$ cat src/rtl/spi_pkg.sv
`default_nettype none
// ============================================================================
// Module      : spi_pkg
// Description : Shared SPI definitions for the register read and write paths.
// Revision    : 1.0 - initial release
// ============================================================================
package spi_pkg;

    localparam int SPI_REG_WIDTH = 8;
    localparam int SPI_MAX_REGS  = 255;

    typedef enum logic [2:0] {
        ST_IDLE      = 3'd0,
        ST_SEND_ADDR = 3'd1,
        ST_SEND_DATA = 3'd2,
        ST_STALL     = 3'd3,
        ST_COMPLETE  = 3'd4
    } spi_write_state_t;

endpackage
`default_nettype wire

$ cat src/rtl/spi_cmd_edge_detect.sv
`default_nettype none
// ============================================================================
// Module      : spi_cmd_edge_detect
// Description : Registered rising-edge detector for the command strobe.
// Revision    : 1.0 - initial release
// ============================================================================
module spi_cmd_edge_detect (
    input  logic clk,
    input  logic rstn,
    input  logic cmd,
    output logic rise
);

    logic r_prev;

    always_ff @(posedge clk or negedge rstn) begin
        if (!rstn) begin
            r_prev <= 1'b0;
        end else begin
            r_prev <= cmd;
        end
    end

    assign rise = cmd & ~r_prev;

endmodule
`default_nettype wire

$ cat src/rtl/spi_write.sv
`default_nettype none
// ============================================================================
// Module      : spi_write
// Description : SPI write initiator: address word then N FIFO data words, MSB first.
// Revision    : 1.0 - initial release
// ============================================================================
module spi_write
    import spi_pkg::*;
#(
    parameter int REG_WIDTH = SPI_REG_WIDTH
) (
    input  logic                 clk,
    input  logic                 rstn,
    input  logic                 new_command,
    input  logic                 is_write,
    input  logic [7:0]           num_regs_to_write,
    input  logic [REG_WIDTH-1:0] start_write_register_addr,
    input  logic [REG_WIDTH-1:0] fifo_dout,
    input  logic                 fifo_empty,
    output logic                 fifo_rd_en,
    output logic                 serial_out,
    output logic                 spi_clk,
    output logic                 busy,
    output logic                 write_one_byte_complete,
    output logic                 write_complete
);

    localparam int                 c_IDX_W   = $clog2(REG_WIDTH);
    localparam logic [c_IDX_W-1:0] c_MSB_IDX = c_IDX_W'(REG_WIDTH - 1);

    spi_write_state_t       r_state;
    spi_write_state_t       w_next_state;
    logic [REG_WIDTH-1:0]   r_shift;
    logic [7:0]             r_remaining;
    logic [c_IDX_W-1:0]     r_bit_idx;
    logic                   r_sclk_en;
    logic                   r_sout;
    logic                   r_byte_done;
    logic                   w_cmd_rise;
    logic                   w_start;
    logic                   w_word_end;
    logic                   w_words_left;

    spi_cmd_edge_detect u_cmd_edge (
        .clk  (clk),
        .rstn (rstn),
        .cmd  (new_command),
        .rise (w_cmd_rise)
    );

    assign w_start      = w_cmd_rise & is_write & (r_state == ST_IDLE);
    // Bit 0 of the current word is on the wire this cycle.
    assign w_word_end   = r_sclk_en & (r_bit_idx == '0) &
                          ((r_state == ST_SEND_ADDR) | (r_state == ST_SEND_DATA));
    assign w_words_left = (r_remaining != 8'd0);

    always_ff @(posedge clk or negedge rstn) begin
        if (!rstn) begin
            r_state <= ST_IDLE;
        end else begin
            r_state <= w_next_state;
        end
    end

    always_comb begin
        w_next_state = r_state;
        case (r_state)
            ST_IDLE: begin
                if (w_start) begin
                    w_next_state = ST_SEND_ADDR;
                end
            end
            ST_SEND_ADDR, ST_SEND_DATA: begin
                if (w_word_end) begin
                    if (!w_words_left) begin
                        w_next_state = ST_COMPLETE;
                    end else if (fifo_empty) begin
                        w_next_state = ST_STALL;
                    end else begin
                        w_next_state = ST_SEND_DATA;
                    end
                end
            end
            ST_STALL: begin
                if (!fifo_empty) begin
                    w_next_state = ST_SEND_DATA;
                end
            end
            ST_COMPLETE: begin
                w_next_state = ST_IDLE;
            end
            default: begin
                w_next_state = ST_IDLE;
            end
        endcase
    end

    always_comb begin
        fifo_rd_en     = 1'b0;
        busy           = (r_state != ST_IDLE);
        write_complete = (r_state == ST_COMPLETE);
        if (w_word_end && w_words_left && !fifo_empty) begin
            fifo_rd_en = 1'b1;
        end
        if ((r_state == ST_STALL) && !fifo_empty) begin
            fifo_rd_en = 1'b1;
        end
    end

    // A popped word goes straight to the wire so data follows address with no gap.
    always_ff @(posedge clk or negedge rstn) begin
        if (!rstn) begin
            r_shift     <= '0;
            r_remaining <= 8'd0;
            r_bit_idx   <= '0;
            r_sclk_en   <= 1'b0;
            r_sout      <= 1'b0;
            r_byte_done <= 1'b0;
        end else begin
            r_byte_done <= (r_state == ST_SEND_DATA) & w_word_end;
            if (w_start) begin
                r_shift     <= start_write_register_addr;
                r_remaining <= num_regs_to_write;
                r_bit_idx   <= c_MSB_IDX;
                r_sclk_en   <= 1'b0;
                r_sout      <= 1'b0;
            end else if (fifo_rd_en) begin
                r_sout      <= fifo_dout[REG_WIDTH-1];
                r_shift     <= {fifo_dout[REG_WIDTH-2:0], 1'b0};
                r_remaining <= r_remaining - 8'd1;
                r_bit_idx   <= c_MSB_IDX;
                r_sclk_en   <= 1'b1;
            end else if ((r_state == ST_SEND_ADDR) && !r_sclk_en) begin
                r_sout    <= r_shift[REG_WIDTH-1];
                r_shift   <= {r_shift[REG_WIDTH-2:0], 1'b0};
                r_sclk_en <= 1'b1;
            end else if (w_word_end) begin
                r_sout    <= 1'b0;
                r_sclk_en <= 1'b0;
            end else if (r_sclk_en) begin
                r_sout    <= r_shift[REG_WIDTH-1];
                r_shift   <= {r_shift[REG_WIDTH-2:0], 1'b0};
                r_bit_idx <= r_bit_idx - c_IDX_W'(1);
            end
        end
    end

    assign spi_clk                 = r_sclk_en & ~clk & rstn;
    assign serial_out              = r_sout;
    assign write_one_byte_complete = r_byte_done;

endmodule
`default_nettype wire

$ cat config.mk
export PLATFORM = sky130hd
export DESIGN_NAME = spi_write
export DESIGN_NICKNAME = d
export VERILOG_FILES = /design/src/rtl/spi_pkg.sv /design/src/rtl/spi_cmd_edge_detect.sv /design/src/rtl/spi_write.sv
export SDC_FILE = /design/constraint.sdc
export NUM_CORES = 1
export LEC_CHECK = 0
export CORE_ASPECT_RATIO = 0.8
export CORE_MARGIN = 4
export CORE_UTILIZATION = 51
export CTS_CLUSTER_SIZE = 25
export DETAILED_ROUTE_END_ITERATION = 16
export PLACE_DENSITY = 0.89
export SYNTH_ARGS = -nofsm -noshare
export SYNTH_HDL_FRONTEND = slang
export SYNTH_SLANG_ARGS = --single-unit
$ cat constraint.sdc
create_clock -name clk -period 2.6 [get_ports clk]
set_clock_uncertainty 0.15 [all_clocks]
set_input_delay 0.52 -clock clk [delete_from_list [all_inputs] [get_ports clk]]
set_output_delay 0.52 -clock clk [all_outputs]
set_load 0.05 [all_outputs]
==> flow_summary.yaml <==
synthesis:
  synth.avg_cell_area_um2: 8.78
  yosysSeqAreaShare_pct: 38.4
  ys_seq_elements: 26
  synth_ff_type: "dfrtp_1"
  yosys_warnings: 0
  synth.distinct_cells: 51
  syn-cell-area_um2: 1700
  postSynth.asyncResetShare_pct: 100
  synth_fp_nets: 225
  synth-edff-count: 0
  synthCells: 193
sta:
  max_freq_mhz: 376
  hold_viol_final: 0
  fin_ws_ps: -58.7
  worst_pin_slew_ps: 491
  layout_min_cycle_time_ps: 2660
  fin_crit_sh_pct: 102
  setup_viol: 1
  final_max_slew_viol_count: 0
  rsz0062_at_grt: "true"
  setup_tns_ps: -58.7
  relSlewSlack_pct: 67.1
routing:
  viasPerCell: 6.01
  wl_per_cell_um: 17.3
  num_vias: 1719
  drc: 0
  ant_nets: 0
  drt_iter0_drc: 166
  dr.pass1.iters: 4
  wl_mm: 4.94
worst_setup_path:
  arrival_ps: 1990
  required_ps: 1930
  r2r_start: "r_remaining[4]$_DFFE_PN0P_"
  cpPeakStageDelay_ps: 590
  critical_path.slowest_cell: "or4_4"
  critPathLaunch: "r_remaining[4]$_DFFE_PN0P_"
  path_cells: "or4_4, nor3_4, o21ai_4, nand2_2, inv_2, buf_12"
  worst_setup_path_start_kind: "flop"
  cp-end-kind: "output pin"
  crit_fanout: 5
  worstSetupPathType: "flop to output pin"
pwr:
  p_comb_share_pct: 50.1
  power.total_w: 0.00232
  powerDensity_nw_per_um2: 991
  p_leak_nw: 0.956
  p_switching_w: 0.000942
  pwr-share-seq_pct: 30.9
  intPower_w: 0.00138
  swShare_pct: 40.5
  peakVddDrop_mv: 0.562
  pwr-share-clk_pct: 19.1
status:
  violations: "negative setup slack"
  status: "finished, violations left"
cts:
  cts_hold_buf: 0
  cts.clk_slew.worst_paths_ps: 80
  cts_tree: "yes"
  clock_latency_ps: 380
grt:
  antenna_found_initial: 0
  grt_overflow: 0
  grt_pass1_vias: 1631
  grt_max_degree: 27
  grtUsageTotal_pct: 24.2
  grt_pass1_wl_mm: 7.78
layout:
  syn2layout_area_growth_pct: 38.3
  layout-drive-gt1-share_pct: 22.8
  final_nets: 279
  final_area_um2: 2340
  antennaDiodeCount: 0
floorplan:
  rows: 18
  die_x_um: 72.5
  fp.dieArea_um2: 4320
  die_height_um: 59.6
  initial_core_util_pct: 54.2
  ios: 35
  design.core.area_um2: 3130
worst_hold_path:
  min_from: "r_shift[7]$_DFFE_PN0P_"
  hp-class: "flop to flop"
place:
  dpl_cell_area_um2: 2140
  dp_hpwl_mm: 3.18
  portBuffers: 34
  routabilityCongestion: 0.825
flow_run:
  drv_cap: 0
## stage by stage
step | std cells | hold slack (ps) | utilization, % | setup WS [ps]
after floorplan | 193 | 74.4 | - | 7.16
after global placement | 269 | 327 | 68.4 | -334
after detailed placement | 269 | 327 | 68.4 | -334
after CTS | 282 | 351 | 73.5 | -65.2
after global routing | 286 | 397 | 74.9 | -124
final | 286 | 364 | 74.9 | -58.7
## cell families (layout without fill, tap and decap cells)
group           Yosys count  count (layout)  share of synthesized area [%]
buf+inv                  27              80                           6.94
mux                       2               2                           1.18
flops                    26              26                           38.4
fa+ha+maj                 3               3                           2.21
compound gates           57              57                           24.4
simple gates             75              75                           25.3
xor+xnor                  3               3                           1.55
## registers in the layout, summed over array words and instances, names as in the netlist
signal                   cells
r_shift                      8
u_cmd_edge.r_prev            1
r_bit_idx                    3
r_remaining                  8
r_state                      3
r_sclk_en                    1
write_one_byte_complete      1
serial_out                   1
## path summary, 6_finish.rpt
kind,endpoint,slack [ps],cells after the start
setup / recovery,fifo_rd_en,-60,6
hold / removal,r_shift[7]$_DFFE_PN0P_,360,1
setup reg to reg,r_remaining[1]$_DFFE_PN0P_,160,5
hold reg to reg,r_shift[7]$_DFFE_PN0P_,360,1
max in group asynchronous,r_state[0]$_DFFE_PN0P_,1660,2
min in group asynchronous,u_cmd_edge.r_prev$_DFF_PN0_,380,2
## layout make-up
| class | count | area (µm²) |
|---|---|---|
| inverter | 14 | 52.6 |
| multi-input combinational | 140 | 957 |
| tap | 40 | 50.0 |
| sequential | 26 | 653 |
| timing repair buffer | 58 | 524 |
| fill | 224 | 786 |
| clock buffer | 8 | 108 |
## metal layers
metal | vias to the layer above | share of wire [%] | global-route usage (%)
li1 | 822 | - | -
met1 | 829 | 42 | 29.8
met2 | 56 | 50 | 39.2
met3 | 12 | 5.7 | 8.47
met4 | 0 | 1.6 | 9.21
met5 | - | 0 | 0
## power by group through the flow
stage,registers (W),logic [W],clock network (W)
6_report,0.000717,0.00116,0.000443
5_1_grt,0.000737,0.00126,0.000477
4_1_cts,0.000711,0.00107,0.000444
3_5_place_dp,0.000712,0.000980,0.0000562
3_3_place_gp,0.000705,0.000937,0.0000562
2_1_floorplan,0.000696,0.000702,0.0000408
## what timing repair did
action                     CTS  global route
gates resized for setup     16             3
pin swaps                    2             3
buffers inserted             6             4
setup endpoints to repair    4             2
## Yosys cell counts (all sizes together) (2+ instances only)
library cell / count / area share (%)
buf: 3 / 1.6
nand3b: 2 / 0.89
a31oi: 7 / 2.6
inv: 14 / 3.1
a311oi: 6 / 3.1
ha: 3 / 2.2
nor4b: 2 / 1.0
o31ai: 3 / 1.3
mux2i: 2 / 1.2
o221ai: 6 / 3.1
a21oi: 6 / 1.8
o211ai: 4 / 1.8
nor2: 11 / 2.4
a21boi: 2 / 1.6
nand2: 21 / 4.6
and3b: 2 / 1.0
clkbuf: 10 / 2.2
nor3: 10 / 3.9
nand2b: 2 / 0.74
or3: 12 / 5.0
dfrtp: 26 / 38
xnor2: 2 / 1.0
o21ai: 9 / 2.9
o22ai: 5 / 1.8
nor3b: 3 / 1.3
a211oi: 2 / 0.89
or4: 3 / 1.6
nor4: 2 / 0.74
## cells in the final DEF, fill, tap and decap left out, drive strengths merged, types with 3 or more instances in the layout
master	n
buf	28
nor2	11
nor3	10
o21ai	9
clkbuf	7
o22ai	5
inv	14
or4	3
nand2	21
a21oi	6
o211ai	4
o31ai	3
o221ai	6
a311oi	6
dfrtp	26
ha	3
nor3b	3
or3	12
a31oi	7
clkdlybuf4s50	30
## worst max-delay path, delay by kind of cell (launching register included)
kind / cells / cell delay (ps)
simple gates: 3 / 900
compound gates: 1 / 100
flops: 1 / 430
buf+inv: 2 / 190
No activity file was read; power rests on OpenSTA's default activity.
